==> config.mk <==
export PLATFORM = sky130hd
export DESIGN_NAME = pong_game_ctrl
export DESIGN_NICKNAME = d
export VERILOG_FILES = /design/src/rtl/pong_game_ctrl.sv
export SDC_FILE = /design/constraint.sdc
export NUM_CORES = 1
export LEC_CHECK = 0
export ABC_CLOCK_PERIOD_IN_PS = 4380
export CAP_MARGIN = 20
export CORE_UTILIZATION = 51
export CTS_CLUSTER_SIZE = 14
export DETAILED_ROUTE_END_ITERATION = 10
export PLACE_DENSITY = 0.79
export SLEW_MARGIN = 20
export SYNTH_ARGS = -nofsm -noshare
export SYNTH_HDL_FRONTEND = slang
export SYNTH_SLANG_ARGS = --single-unit
==> constraint.sdc <==
create_clock -name clk -period 4.38 [get_ports clk]
set_input_delay 0.876 -clock clk [delete_from_list [all_inputs] [get_ports clk]]
set_output_delay 0.876 -clock clk [all_outputs]
set_load 0.03 [all_outputs]
==> src/rtl/pong_game_ctrl.sv <==
// pong_game_ctrl: frame-rate serve/play/score/game-over sequencer for pong.
// Owns ball/paddle offsets, directions and scores; all updates are frame_tick
// qualified except the start edge detector, which samples every cycle.
// Ports:
//   clk, rst_n              clock, async active-low reset
//   frame_tick              one-cycle per-frame update strobe
//   start                   serve/restart button (level, edge detected here)
//   btn_{L,R}_{up,dn}       paddle buttons
//   ball_detect_edge        active-low edge flags {left,top,right,bottom}
//   paddle_{R,L}_detect_edge  same encoding, per paddle
//   collision_detect        [0]/[1] x reach R/L, [2]/[5] y overlap R/L
//   ball_off_x/y            signed ball offsets
//   paddle_{R,L}_off_y      signed paddle offsets
//   score_L, score_R        scores
//   game_over, state_o      status

module pong_game_ctrl #(
    parameter int BALL_SPEED    = 4,
    parameter int PADDLE_SPEED  = 6,
    parameter int SERVE_FRAMES  = 60,
    parameter int SCORED_FRAMES = 30,
    parameter int WIN_SCORE     = 7
) (
    input  logic               clk,
    input  logic               rst_n,
    input  logic               frame_tick,
    input  logic               start,
    input  logic               btn_L_up,
    input  logic               btn_L_dn,
    input  logic               btn_R_up,
    input  logic               btn_R_dn,
    input  logic [3:0]         ball_detect_edge,
    input  logic [3:0]         paddle_R_detect_edge,
    input  logic [3:0]         paddle_L_detect_edge,
    input  logic [7:0]         collision_detect,
    output logic signed [31:0] ball_off_x,
    output logic signed [31:0] ball_off_y,
    output logic signed [31:0] paddle_R_off_y,
    output logic signed [31:0] paddle_L_off_y,
    output logic [3:0]         score_L,
    output logic [3:0]         score_R,
    output logic               game_over,
    output logic [2:0]         state_o
);

    typedef enum logic [2:0] {
        S_IDLE   = 3'd0,
        S_SERVE  = 3'd1,
        S_PLAY   = 3'd2,
        S_SCORED = 3'd3,
        S_OVER   = 3'd4
    } state_t;

    localparam logic [31:0] BS          = 32'(BALL_SPEED);
    localparam logic [31:0] PS          = 32'(PADDLE_SPEED);
    localparam logic [15:0] SERVE_LAST  = 16'(SERVE_FRAMES - 1);
    localparam logic [15:0] SCORED_LAST = 16'(SCORED_FRAMES - 1);
    localparam logic [3:0]  WIN         = 4'(WIN_SCORE);

    state_t      r_state, w_state_nxt;
    logic [15:0] r_cnt, w_cnt_nxt;
    logic [31:0] r_bx, w_bx_nxt;
    logic [31:0] r_by, w_by_nxt;
    logic [31:0] r_pl, w_pl_nxt;
    logic [31:0] r_pr, w_pr_nxt;
    logic [3:0]  r_sl, w_sl_nxt;
    logic [3:0]  r_sr, w_sr_nxt;
    // direction bits: 1 = positive step
    logic        r_dx, w_dx_nxt;
    logic        r_dy, w_dy_nxt;
    logic        r_start_q;

    logic        w_start_edge;
    logic        w_hit_r, w_hit_l, w_hit;
    logic        w_miss_r, w_miss_l;
    logic        w_dx_play, w_dy_play;
    logic [31:0] w_step_x, w_step_y;
    logic [31:0] w_pl_mv, w_pr_mv;

    function automatic logic [31:0] paddle_next(
        input logic [31:0] off,
        input logic        up,
        input logic        dn,
        input logic [3:0]  flags
    );
        paddle_next = off;
        if (up && !dn && flags[2]) begin
            paddle_next = off - PS;
        end else if (dn && !up && flags[0]) begin
            paddle_next = off + PS;
        end
    endfunction

    assign w_start_edge = start & ~r_start_q;

    // A hit only counts when the ball is travelling toward that paddle.
    assign w_hit_r  = r_dx & collision_detect[0] & collision_detect[2];
    assign w_hit_l  = ~r_dx & collision_detect[1] & collision_detect[5];
    assign w_hit    = w_hit_r | w_hit_l;
    assign w_miss_r = ~w_hit & ~ball_detect_edge[1];
    assign w_miss_l = ~w_hit & ball_detect_edge[1] & ~ball_detect_edge[3];

    assign w_dx_play = w_hit ? ~r_dx : r_dx;
    // Top flag wins if both vertical flags are low.
    assign w_dy_play = ~ball_detect_edge[2] ? 1'b1 :
                       ~ball_detect_edge[0] ? 1'b0 : r_dy;

    assign w_step_x = w_dx_play ? BS : (~BS + 32'd1);
    assign w_step_y = w_dy_play ? BS : (~BS + 32'd1);

    assign w_pl_mv = paddle_next(r_pl, btn_L_up, btn_L_dn,
                                 paddle_L_detect_edge);
    assign w_pr_mv = paddle_next(r_pr, btn_R_up, btn_R_dn,
                                 paddle_R_detect_edge);

    always_comb begin
        w_state_nxt = r_state;
        w_cnt_nxt   = r_cnt;
        w_bx_nxt    = r_bx;
        w_by_nxt    = r_by;
        w_pl_nxt    = r_pl;
        w_pr_nxt    = r_pr;
        w_sl_nxt    = r_sl;
        w_sr_nxt    = r_sr;
        w_dx_nxt    = r_dx;
        w_dy_nxt    = r_dy;

        unique case (r_state)
            S_IDLE: begin
                if (w_start_edge) begin
                    w_state_nxt = S_SERVE;
                    // a coincident tick is the first serve frame
                    w_cnt_nxt   = {15'd0, frame_tick};
                    w_dx_nxt    = 1'b1;
                    w_bx_nxt    = '0;
                    w_by_nxt    = '0;
                end
            end
            S_SERVE: begin
                if (frame_tick) begin
                    w_pl_nxt = w_pl_mv;
                    w_pr_nxt = w_pr_mv;
                    if (r_cnt == SERVE_LAST) begin
                        w_state_nxt = S_PLAY;
                        w_cnt_nxt   = '0;
                    end else begin
                        w_cnt_nxt = r_cnt + 16'd1;
                    end
                end
            end
            S_PLAY: begin
                if (frame_tick) begin
                    w_pl_nxt = w_pl_mv;
                    w_pr_nxt = w_pr_mv;
                    w_dy_nxt = w_dy_play;
                    if (w_miss_r) begin
                        w_sl_nxt    = r_sl + 4'd1;
                        w_state_nxt = S_SCORED;
                        w_cnt_nxt   = '0;
                        w_dx_nxt    = 1'b1;
                    end else if (w_miss_l) begin
                        w_sr_nxt    = r_sr + 4'd1;
                        w_state_nxt = S_SCORED;
                        w_cnt_nxt   = '0;
                        w_dx_nxt    = 1'b0;
                    end else begin
                        w_dx_nxt = w_dx_play;
                        w_bx_nxt = r_bx + w_step_x;
                        w_by_nxt = r_by + w_step_y;
                    end
                end
            end
            S_SCORED: begin
                if (frame_tick) begin
                    w_pl_nxt = w_pl_mv;
                    w_pr_nxt = w_pr_mv;
                    if (r_cnt == SCORED_LAST) begin
                        w_cnt_nxt = '0;
                        if (r_sl == WIN || r_sr == WIN) begin
                            w_state_nxt = S_OVER;
                        end else begin
                            w_state_nxt = S_SERVE;
                            w_bx_nxt    = '0;
                            w_by_nxt    = '0;
                        end
                    end else begin
                        w_cnt_nxt = r_cnt + 16'd1;
                    end
                end
            end
            S_OVER: begin
                if (w_start_edge) begin
                    w_state_nxt = S_SERVE;
                    w_cnt_nxt   = {15'd0, frame_tick};
                    w_sl_nxt    = '0;
                    w_sr_nxt    = '0;
                    w_dx_nxt    = 1'b1;
                    w_dy_nxt    = 1'b1;
                    w_bx_nxt    = '0;
                    w_by_nxt    = '0;
                    w_pl_nxt    = '0;
                    w_pr_nxt    = '0;
                end
            end
            default: begin
                w_state_nxt = S_IDLE;
            end
        endcase
    end

    always_ff @(posedge clk or negedge rst_n) begin
        if (!rst_n) begin
            r_state   <= S_IDLE;
            r_cnt     <= '0;
            r_bx      <= '0;
            r_by      <= '0;
            r_pl      <= '0;
            r_pr      <= '0;
            r_sl      <= '0;
            r_sr      <= '0;
            r_dx      <= 1'b1;
            r_dy      <= 1'b1;
            r_start_q <= 1'b0;
        end else begin
            r_state   <= w_state_nxt;
            r_cnt     <= w_cnt_nxt;
            r_bx      <= w_bx_nxt;
            r_by      <= w_by_nxt;
            r_pl      <= w_pl_nxt;
            r_pr      <= w_pr_nxt;
            r_sl      <= w_sl_nxt;
            r_sr      <= w_sr_nxt;
            r_dx      <= w_dx_nxt;
            r_dy      <= w_dy_nxt;
            r_start_q <= start;
        end
    end

    assign ball_off_x     = r_bx;
    assign ball_off_y     = r_by;
    assign paddle_L_off_y = r_pl;
    assign paddle_R_off_y = r_pr;
    assign score_L        = r_sl;
    assign score_R        = r_sr;
    assign game_over      = (r_state == S_OVER);
    assign state_o        = r_state;

endmodule
==> results of run 1 <==
-- cells by family after synthesis --
kind of cell               count (synthesis)
xor gates and xnor gates                  89
buffers and inverters                     97
AOI/OAI and AO/OA                        454
and+or+nand+nor                          473
adders and majority gates                 96
other                                      1
DFF                                      152
muxes                                     12
-- cell type report --
type / instances / area [sq um] / share of cell area (%)
multi-input cells: 1130 / 7500 / 52.1
well taps: 280 / 350 / 2.43
clock buffers: 23 / 458 / 3.18
clock inverters: 9 / 151 / 1.05
repair buffers: 214 / 2000 / 13.9
flip-flops and latches: 152 / 3810 / 26.4
inverters: 35 / 131 / 0.913
-- Yosys cell counts, types with 16 or more instances --
library cell  count  share of area [%]
dfrtp_1         150                 32
or3_1            25                1.3
a22o_1           41                3.1
a21oi_1          79                3.4
nor2_1          111                3.6
nand2b_1         16               0.86
o31ai_1          31                2.0
nand3_1          41                1.8
inv_1            34                1.1
nor3_1           36                1.5
a21o_1           40                2.6
a211oi_1         20                1.3
nand2_1         140                4.5
xor2_1           38                2.9
o21ai_0         119                5.1
xnor2_1          51                3.8
and3_1           21                1.1
ha_1             93                 10
nand4_1          21                1.1
clkbuf_1         45                1.4
-- final timing paths --
check                           slack [ns]                        endpoint                       start
worst min register to register        0.48      ball_off_x[31]$_DFFE_PN0P_  ball_off_x[31]$_DFFE_PN0P_
worst max-delay path                  0.23  paddle_R_off_y[31]$_DFFE_PN0P_                    btn_R_dn
min in group clk                      0.48      ball_off_x[31]$_DFFE_PN0P_  ball_off_x[31]$_DFFE_PN0P_
worst min-delay path                  0.48      ball_off_x[30]$_DFFE_PN0P_                       rst_n
worst max register to register        0.94      ball_off_y[31]$_DFFE_PN0P_            r_dy$_DFFE_PN1P_
max in group asynchronous             3.02       ball_off_y[3]$_DFFE_PN0P_                       rst_n
-- worst max-delay path, delay by kind of cell --
family / cells / cell delay [ns]
AO/OA/AOI/OAI: 7 / 1.43
buffers and inverters: 3 / 0.90
AND/OR/NAND/NOR: 3 / 0.78
adder cells (fa/ha/maj): 1 / 0.36
XOR/XNOR: 1 / 0.14
-- stage by stage --
stage | hold WS [ns] | setup TNS, ns | instance area, sq um
after floorplan | 0.472 | 0 | 11700
after global placement | 0.470 | -0.127 | 13800
after detailed placement | 0.480 | -0.426 | 13800
after CTS | 0.487 | 0 | 14400
after global routing | 0.502 | 0 | 14400
final | 0.479 | 0 | 14400
-- state kept, by name, indices dropped and copies added, names as in the netlist, 3 cells and up --
name / count
score_L: 4
ball_off_y: 30
paddle_L_off_y: 31
state_o: 3
paddle_R_off_y: 31
r_cnt: 16
ball_off_x: 30
score_R: 4
-- report_power, final --
| part | internal [mW] | switching [mW] | leakage (nW) |
|---|---|---|---|
| combinational | 2.64 | 3.57 | 4.29 |
| sequential | 1.93 | 0.695 | 1.97 |
| clock | 0.968 | 0.605 | 0.295 |
| total | 5.54 | 4.87 | 6.56 |
-- per-layer routing --
metal  share of wire (%)  vias to the layer above  global-route usage [%]  wire [um]
li1                    -                     5445                       -          -
met1                  45                     5300                    34.5      13900
met2                  47                      345                    44.9      14600
met3                 6.3                       32                    4.51       1940
met4                 1.3                        0                    7.02        402
met5                   0                        -                       0          0
==> flow_summary.json, run 1 <==
{
  "core_area_sq_um": 22200,
  "grt.overflow.total": 0,
  "hold_violations": 0,
  "wire_per_inst_um": 16.8,
  "clock_latency_ns": 0.44,
  "path_clk_slew_ns": 0.07,
  "ff2ff_path_depth": 13,
  "cts.sinks": 152,
  "cap_violations": 0,
  "avgSynthCellArea_sq_um": 8.50,
  "root_buffer": "clkbuf_16",
  "nFillCells": 1863,
  "crit_path_end_kind": "register",
  "cts-hold-fix-buffers": 0,
  "finalSetupViolations": 0,
  "arrival_ns": 4.49,
  "cts_tree": "yes",
  "drt-vias-per-instance": 6.03,
  "maxClockFrequency_mhz": 241,
  "synthToLayoutAreaGrowth_pct": 23.3,
  "grt_usage_pct": 26.4,
  "pre_cts_slack_ns": -0.0961,
  "wl_um": 30900,
  "post-route-drc-count": 0,
  "cp_max_fo": 11,
  "post_cts_resized": 0,
  "drt_iter0_drc": 624,
  "irDropWorstVdd_v": 0.000456,
  "die_x_um": 153,
  "synth_edf_count": 0,
  "slowest_stage": "or4b_1",
  "post-route-util_pct": 65.0,
  "fin_worst_skew_ns": 0.0192,
  "final.min_clock_period_ns": 4.15,
  "dp.cells": 1810,
  "dieHeight_um": 153,
  "vias": 11122,
  "final_common_cell": "clkdlybuf4s50_1",
  "ys_types": 76,
  "status": "completed",
  "postSynth.asyncResetShare_pct": 100,
  "hpwlAfterDp_um": 22000,
  "grt_max_degree": 76,
  "synth_top_family_by_area": "compound AO/OA/AOI/OAI gates",
  "critPathKind": "in -> reg",
  "final.setup.worst_slack_ns": 0.234,
  "synth_flop_cell": "dfrtp_1",
  "grt_pass1_vias": 10627,
  "synth_compound_area_share_pct": 26.0,
  "rsz0062_at_grt": "no",
  "antenna_found_initial": 0,
  "final_nets": 1674,
  "cts_setup_buffers": 0,
  "final_cells": 1843,
  "gp_congestion": 0.877,
  "hold_class": "in -> async",
  "slew_headroom_pct": 40.2,
  "syn_area_sq_um": 11700,
  "required_ns": 4.72,
  "layout_common_cells": "152 x clkdlybuf4s50_1, 150 x dfrtp_1, 140 x nand2_1",
  "htreeDepth": 4,
  "max_stage_delay_ns": 0.52,
  "synth_fa_ha_area_share_pct": 10.5,
  "synth_mux_area_share_pct": 1.08,
  "finalPower_mw": 10.4,
  "synthXorXnorAreaFrac_pct": 6.68,
  "cts_buffers": 17,
  "synth-simple-area-share_pct": 19.7,
  "diodes": 0,
  "ys_seq_area_share_pct": 32.6,
  "p_leak_nw": 6.56,
  "numPortBuffers": 153,
  "ant_nets": 0,
  "grt_pass1_wl_um": 51400,
  "netlist_instances": 1374,
  "timing.final.crit_share_pct": 94.7,
  "ys_warn_count": 0,
  "firstDrtPassIters": 5,
  "clk_path_buf_depth": 2,
  "start_util_pct": 52.7,
  "worst_pin_slew_ns": 0.897,
  "drive_gt1_share_pct": 7.81,
  "crit_chain": "clkdlybuf4s50_1 > nand3b_1 > inv_1 > buf_4 > ha_1 > nand2_1 > o211ai_1 > a2111oi_2 > or4b_1 > a31o_2 > o21ai_2 > a221o_1 > xnor2_1 > a21oi_1 > o22ai_1",
  "start_kind": "primary input",
  "placement_rows": 54,
  "ys_ff_latch": 152,
  "boundaryPins": 168,
  "dieArea_sq_um": 23500,
  "final_max_slew_viol_count": 0,
  "cellPowerDensity_nw_per_um2": 723
}
(Power assumes the default switching activity.)
==> run 2, diff against run 1 <==
--- a/config.mk
+++ b/config.mk
@@ -10,7 +10,8 @@
 export CORE_UTILIZATION = 51
 export CTS_CLUSTER_SIZE = 14
 export DETAILED_ROUTE_END_ITERATION = 10
-export PLACE_DENSITY = 0.79
+export PLACE_DENSITY_LB_ADDON = 0.12
+export SKIP_CTS_REPAIR_TIMING = 1
 export SLEW_MARGIN = 20
 export SYNTH_ARGS = -nofsm -noshare
 export SYNTH_HDL_FRONTEND = slang
==> flow_summary.json, run 2 (same netlist as run 1, synthesis figures left out) <==
{
  "r2r-end": "ball_off_y[30]$_DFFE_PN0P_",
  "status": "completed",
  "root_buffer": "clkbuf_16",
  "cts.sinks": 152,
  "rrSetupSlack_ns": 0.94,
  "drt-vias-per-instance": 5.93,
  "die_x_um": 153,
  "clock_latency_ns": 0.43,
  "grt_pass1_wl_um": 51500,
  "grt_max_degree": 87,
  "dieArea_sq_um": 23500,
  "critical_path_buf_inv_count": 3,
  "p_seq_share_pct": 24.8,
  "antenna_found_initial": 0,
  "boundaryPins": 168,
  "cp_top_family": "compound AO/OA/AOI/OAI gates",
  "cap_violations": 0,
  "hpwlAfterDp_um": 21900,
  "regArea_sq_um": 3810,
  "htreeDepth": 4,
  "drt_iter0_drc": 597,
  "fin_worst_skew_ns": 0.0132,
  "hold_class": "reg -> reg",
  "vias": 10982,
  "irDropWorstVdd_v": 0.000434,
  "cts_buffers": 17,
  "ant_nets": 0,
  "final_common_cell": "clkdlybuf4s50_1",
  "drive_gt1_share_pct": 8.46,
  "slowest_stage": "clkdlybuf4s50_1",
  "grt.overflow.total": 0,
  "required_ns": 4.69,
  "start_kind": "primary input",
  "p_clk_share_pct": 15.7,
  "finalSetupViolations": 0,
  "cp_max_fo": 16,
  "multiInputGateArea_sq_um": 7490,
  "hold_violations": 0,
  "post-route-drc-count": 0,
  "switching_share_pct": 46.6,
  "p_switching_mw": 4.91,
  "path_clk_slew_ns": 0.06,
  "dieHeight_um": 153,
  "clk_path_buf_depth": 2,
  "wire_per_inst_um": 16.7,
  "routed.top_layer": "met4",
  "finalPower_mw": 10.5,
  "final_nets": 1684,
  "crit_chain": "clkdlybuf4s50_1 > nand3b_1 > inv_1 > buf_4 > ha_1 > o21ai_0 > o21ai_0 > nand4_1 > a211oi_1 > o211ai_2 > a21oi_1 > or4_1 > a31oi_1 > xnor2_1 > a22o_1",
  "maxClockFrequency_mhz": 245,
  "cts_tree": "yes",
  "met3_length_um": 1640,
  "timing.final.crit_share_pct": 93.0,
  "hold_start": "ball_off_x[31]$_DFFE_PN0P_",
  "start_util_pct": 52.7,
  "reg2reg_from": "r_dy$_DFFE_PN1P_",
  "post-route-util_pct": 65.5,
  "met2_length_um": 14800,
  "rsz0062_at_grt": "no",
  "crit_path_end_kind": "register",
  "arrival_ns": 4.39,
  "wl_um": 31000,
  "firstDrtPassIters": 5,
  "wirelength_met1_um": 14100,
  "slew_headroom_pct": 41.4,
  "min_to": "ball_off_x[31]$_DFFE_PN0P_",
  "comb_power_share_pct": 59.5,
  "cellPowerDensity_nw_per_um2": 726,
  "nFillCells": 1875,
  "gp_congestion": 0.914,
  "p_leak_nw": 6.62,
  "cp_common_cell": "o21ai_0",
  "hold_depth": 1,
  "final.min_clock_period_ns": 4.07,
  "final_max_slew_viol_count": 0,
  "worst_pin_slew_ns": 0.879,
  "core_area_sq_um": 22200,
  "ff2ff_path_depth": 13,
  "max_stage_delay_ns": 0.41,
  "diodes": 0,
  "synthToLayoutAreaGrowth_pct": 24.3,
  "placement_rows": 54,
  "power.internal_mw": 5.63,
  "grt_usage_pct": 26.6,
  "critPathKind": "in -> reg",
  "layout_common_cells": "152 x clkdlybuf4s50_1, 150 x dfrtp_1, 140 x nand2_1",
  "numPortBuffers": 153,
  "grt_pass1_vias": 10469
}
## run 2: changes by cell type in the layout (fill, tap and decap cells not counted), moves of 2 or more
cell / before / now
clkinv_2: 3 / 1
clkbuf_1: 5 / 2
clkinvlp_4: 1 / 3
buf_4: 60 / 69
inv_6: 0 / 2
## run 2: cell type report
class	instances	share of cell area [%]
flip-flops and latches	152	26.2
clock inverters	11	1.34
multi-input cells	1130	51.6
clock buffers	20	3.08
well taps	280	2.41
repair buffers	224	14.4
inverters	35	0.905
## run 2: worst max path at each step
| stage | start | to | slack (ns) | cells after the start |
|---|---|---|---|---|
| floorplan | btn_R_dn | paddle_R_off_y[30]$_DFFE_PN0P_ | 0.23 | 13 |
| global placement | btn_R_dn | paddle_R_off_y[30]$_DFFE_PN0P_ | -0.05 | 14 |
| detailed placement | btn_L_dn | paddle_L_off_y[31]$_DFFE_PN0P_ | -0.1 | 15 |
| CTS | btn_L_dn | paddle_L_off_y[30]$_DFFE_PN0P_ | 0.32 | 15 |
| global route | btn_L_dn | paddle_L_off_y[31]$_DFFE_PN0P_ | 0.02 | 15 |
| finish | btn_L_dn | paddle_L_off_y[30]$_DFFE_PN0P_ | 0.31 | 15 |
## run 2: power by group through the flow
stage | registers (mW) | clock network [mW] | logic, mW
floorplan | 3.35 | 0 | 3.40
detailed placement | 2.62 | 0 | 6.22
global route | 2.70 | 1.73 | 6.83
global placement | 2.61 | 0 | 6.12
finish | 2.62 | 1.65 | 6.27
CTS | 2.61 | 1.68 | 6.26
## run 2: stage by stage
step / setup TNS, ns / setup WS, ns / cells / hold slack, ns / cell area [sq um]
after global routing: 0 / 0.0200 / 1852 / 0.500 / 14500
after detailed placement: -0.353 / -0.0981 / 1821 / 0.481 / 13900
after CTS: 0 / 0.316 / 1852 / 0.490 / 14500
final: 0 / 0.306 / 1852 / 0.485 / 14500
after floorplan: 0 / 0.230 / 1379 / 0.472 / 11700
after global placement: -0.0961 / -0.0535 / 1821 / 0.469 / 13900
## run 2: per-layer routing
layer  up-vias  GRT usage, %
met4         0          6.49
met3        33          4.73
met5         -             0
li1       5482             -
met2       260          45.4
met1      5207          34.8
==> run 3, diff against run 2 <==
--- a/config.mk
+++ b/config.mk
@@ -7,8 +7,8 @@
 export LEC_CHECK = 0
 export ABC_CLOCK_PERIOD_IN_PS = 4380
 export CAP_MARGIN = 20
+export CORE_ASPECT_RATIO = 1.75
 export CORE_UTILIZATION = 51
-export CTS_CLUSTER_SIZE = 14
 export DETAILED_ROUTE_END_ITERATION = 10
 export PLACE_DENSITY_LB_ADDON = 0.12
 export SKIP_CTS_REPAIR_TIMING = 1
==> flow_summary.json, run 3 (same netlist as run 1, synthesis figures left out) <==
{
  "status": "completed",
  "cp_common_cell": "o21ai_1",
  "crit_chain": "clkdlybuf4s50_1 > nand3b_1 > inv_1 > ha_1 > a21o_1 > a221oi_1 > o21ai_1 > a221o_1 > nor4b_2 > o31ai_1 > o41ai_4 > o21ai_1 > xor2_1 > a22o_1",
  "multiInputGateArea_sq_um": 7500,
  "pre_cts_slack_ns": -0.157,
  "hold_violations": 0,
  "grt_max_degree": 95,
  "path_clk_slew_ns": 0.06,
  "core_area_sq_um": 22300,
  "wirelength_met1_um": 12700,
  "final.setup.worst_slack_ns": 0.326,
  "ant_nets": 0,
  "final_common_cell": "clkdlybuf4s50_1",
  "wl_um": 32500,
  "dieArea_sq_um": 23500,
  "worst_pin_slew_ns": 0.948,
  "whs_ns": 0.481,
  "final_max_slew_viol_count": 0,
  "grt.overflow.total": 0,
  "cts.sinks": 152,
  "hold_class": "reg -> reg",
  "arrival_ns": 4.39,
  "p_leak_nw": 6.62,
  "met2_length_um": 16500,
  "start_util_pct": 52.5,
  "grt_pass1_wl_um": 52800,
  "final.min_clock_period_ns": 4.05,
  "timing.final.crit_share_pct": 92.6,
  "post-route-cell-area_sq_um": 14500,
  "path_depth": 14,
  "clk_path_buf_depth": 2,
  "diodes": 0,
  "root_buffer": "clkbuf_16",
  "antenna_found_initial": 0,
  "grt_pass1_vias": 11226,
  "crit_path_end_kind": "register",
  "htreeDepth": 4,
  "drive_gt1_share_pct": 9.06,
  "boundaryPins": 168,
  "drt-vias-per-instance": 6.04,
  "irDropWorstVdd_v": 0.000500,
  "critPathLaunch": "btn_R_dn",
  "wire_per_inst_um": 17.3,
  "maxClockFrequency_mhz": 247,
  "clock_latency_ns": 0.45,
  "final_nets": 1690,
  "r2r-end": "ball_off_y[30]$_DFFE_PN0P_",
  "post-route-drc-count": 0,
  "gp_congestion": 0.929,
  "regArea_sq_um": 3810,
  "rsz0062_at_grt": "no",
  "finalPower_mw": 10.5,
  "grt_usage_pct": 28.4,
  "hold_depth": 1,
  "max_stage_delay_ns": 0.41,
  "nFillCells": 1937,
  "met3_length_um": 1850,
  "cp_top_family": "compound AO/OA/AOI/OAI gates",
  "hpwlAfterDp_um": 23500,
  "slowest_stage": "clkdlybuf4s50_1",
  "critPathKind": "in -> reg",
  "cp_max_fo": 9,
  "required_ns": 4.72,
  "vias": 11328,
  "critical_path_buf_inv_count": 2,
  "synthToLayoutAreaGrowth_pct": 24.5,
  "cts_buffers": 17,
  "start_kind": "primary input",
  "routed.top_layer": "met4",
  "numPortBuffers": 153,
  "firstDrtPassIters": 5,
  "reg2reg_from": "r_dy$_DFFE_PN1P_",
  "cts_tree": "yes",
  "crit_path_end": "paddle_R_off_y[30]$_DFFE_PN0P_",
  "die_x_um": 116,
  "placed_area_sq_um": 13900,
  "placement_rows": 72,
  "cap_violations": 0,
  "dieHeight_um": 202,
  "tns_ns": 0,
  "finalSetupViolations": 0,
  "ff2ff_path_depth": 13,
  "rrSetupSlack_ns": 0.87,
  "fin_worst_skew_ns": 0.0127,
  "layout_common_cells": "152 x clkdlybuf4s50_1, 150 x dfrtp_1, 140 x nand2_1",
  "cellPowerDensity_nw_per_um2": 721,
  "drt_iter0_drc": 594,
  "slew_headroom_pct": 36.8
}
[run 3: cell types whose count changed in the layout (fill, tap and decap cells not counted), sizes merged]
cell / previous run / this run
bufinv: 5 / 2
clkbuf: 20 / 18
clkinvlp: 3 / 5
clkinv: 2 / 7
buf: 72 / 78
inv: 36 / 35
[run 3: layout make-up]
type / instances / share of cell area, %
inverters: 35 / 0.904
multi-input cells: 1130 / 51.6
flip-flops and latches: 152 / 26.2
well taps: 296 / 2.55
clock inverters: 14 / 1.04
repair buffers: 230 / 14.7
clock buffers: 18 / 3.02
[run 3: stage by stage]
stage                     std cells  util (%)
after global placement         1843      62.6
final                          1875      65.3
after floorplan                1379         -
after global routing           1875      65.3
after detailed placement       1843      62.6
after CTS                      1875      65.3
[run 3: routing by layer]
layer / GRT usage, % / up-vias
met1: 30.6 / 5396
met4: 15.3 / 0
met3: 6.63 / 101
met5: 0 / -
li1: - / 5494
met2: 50.3 / 337
[run 3: how the worst min path moves through the flow]
| stage | from | to | slack, ns |
|---|---|---|---|
| after floorplan | r_dx$_DFFE_PN1P_ | r_dx$_DFFE_PN1P_ | 0.47 |
| after global placement | ball_off_x[31]$_DFFE_PN0P_ | ball_off_x[31]$_DFFE_PN0P_ | 0.47 |
| after detailed placement | ball_off_x[31]$_DFFE_PN0P_ | ball_off_x[31]$_DFFE_PN0P_ | 0.48 |
| after CTS | ball_off_x[31]$_DFFE_PN0P_ | ball_off_x[31]$_DFFE_PN0P_ | 0.49 |
| after global routing | ball_off_x[31]$_DFFE_PN0P_ | ball_off_x[31]$_DFFE_PN0P_ | 0.53 |
| final | ball_off_x[31]$_DFFE_PN0P_ | ball_off_x[31]$_DFFE_PN0P_ | 0.48 |
[run 3: where the power goes]
part / internal (mW) / switching [mW]
combinational: 2.69 / 3.67
clock: 0.855 / 0.650
sequential: 1.93 / 0.687
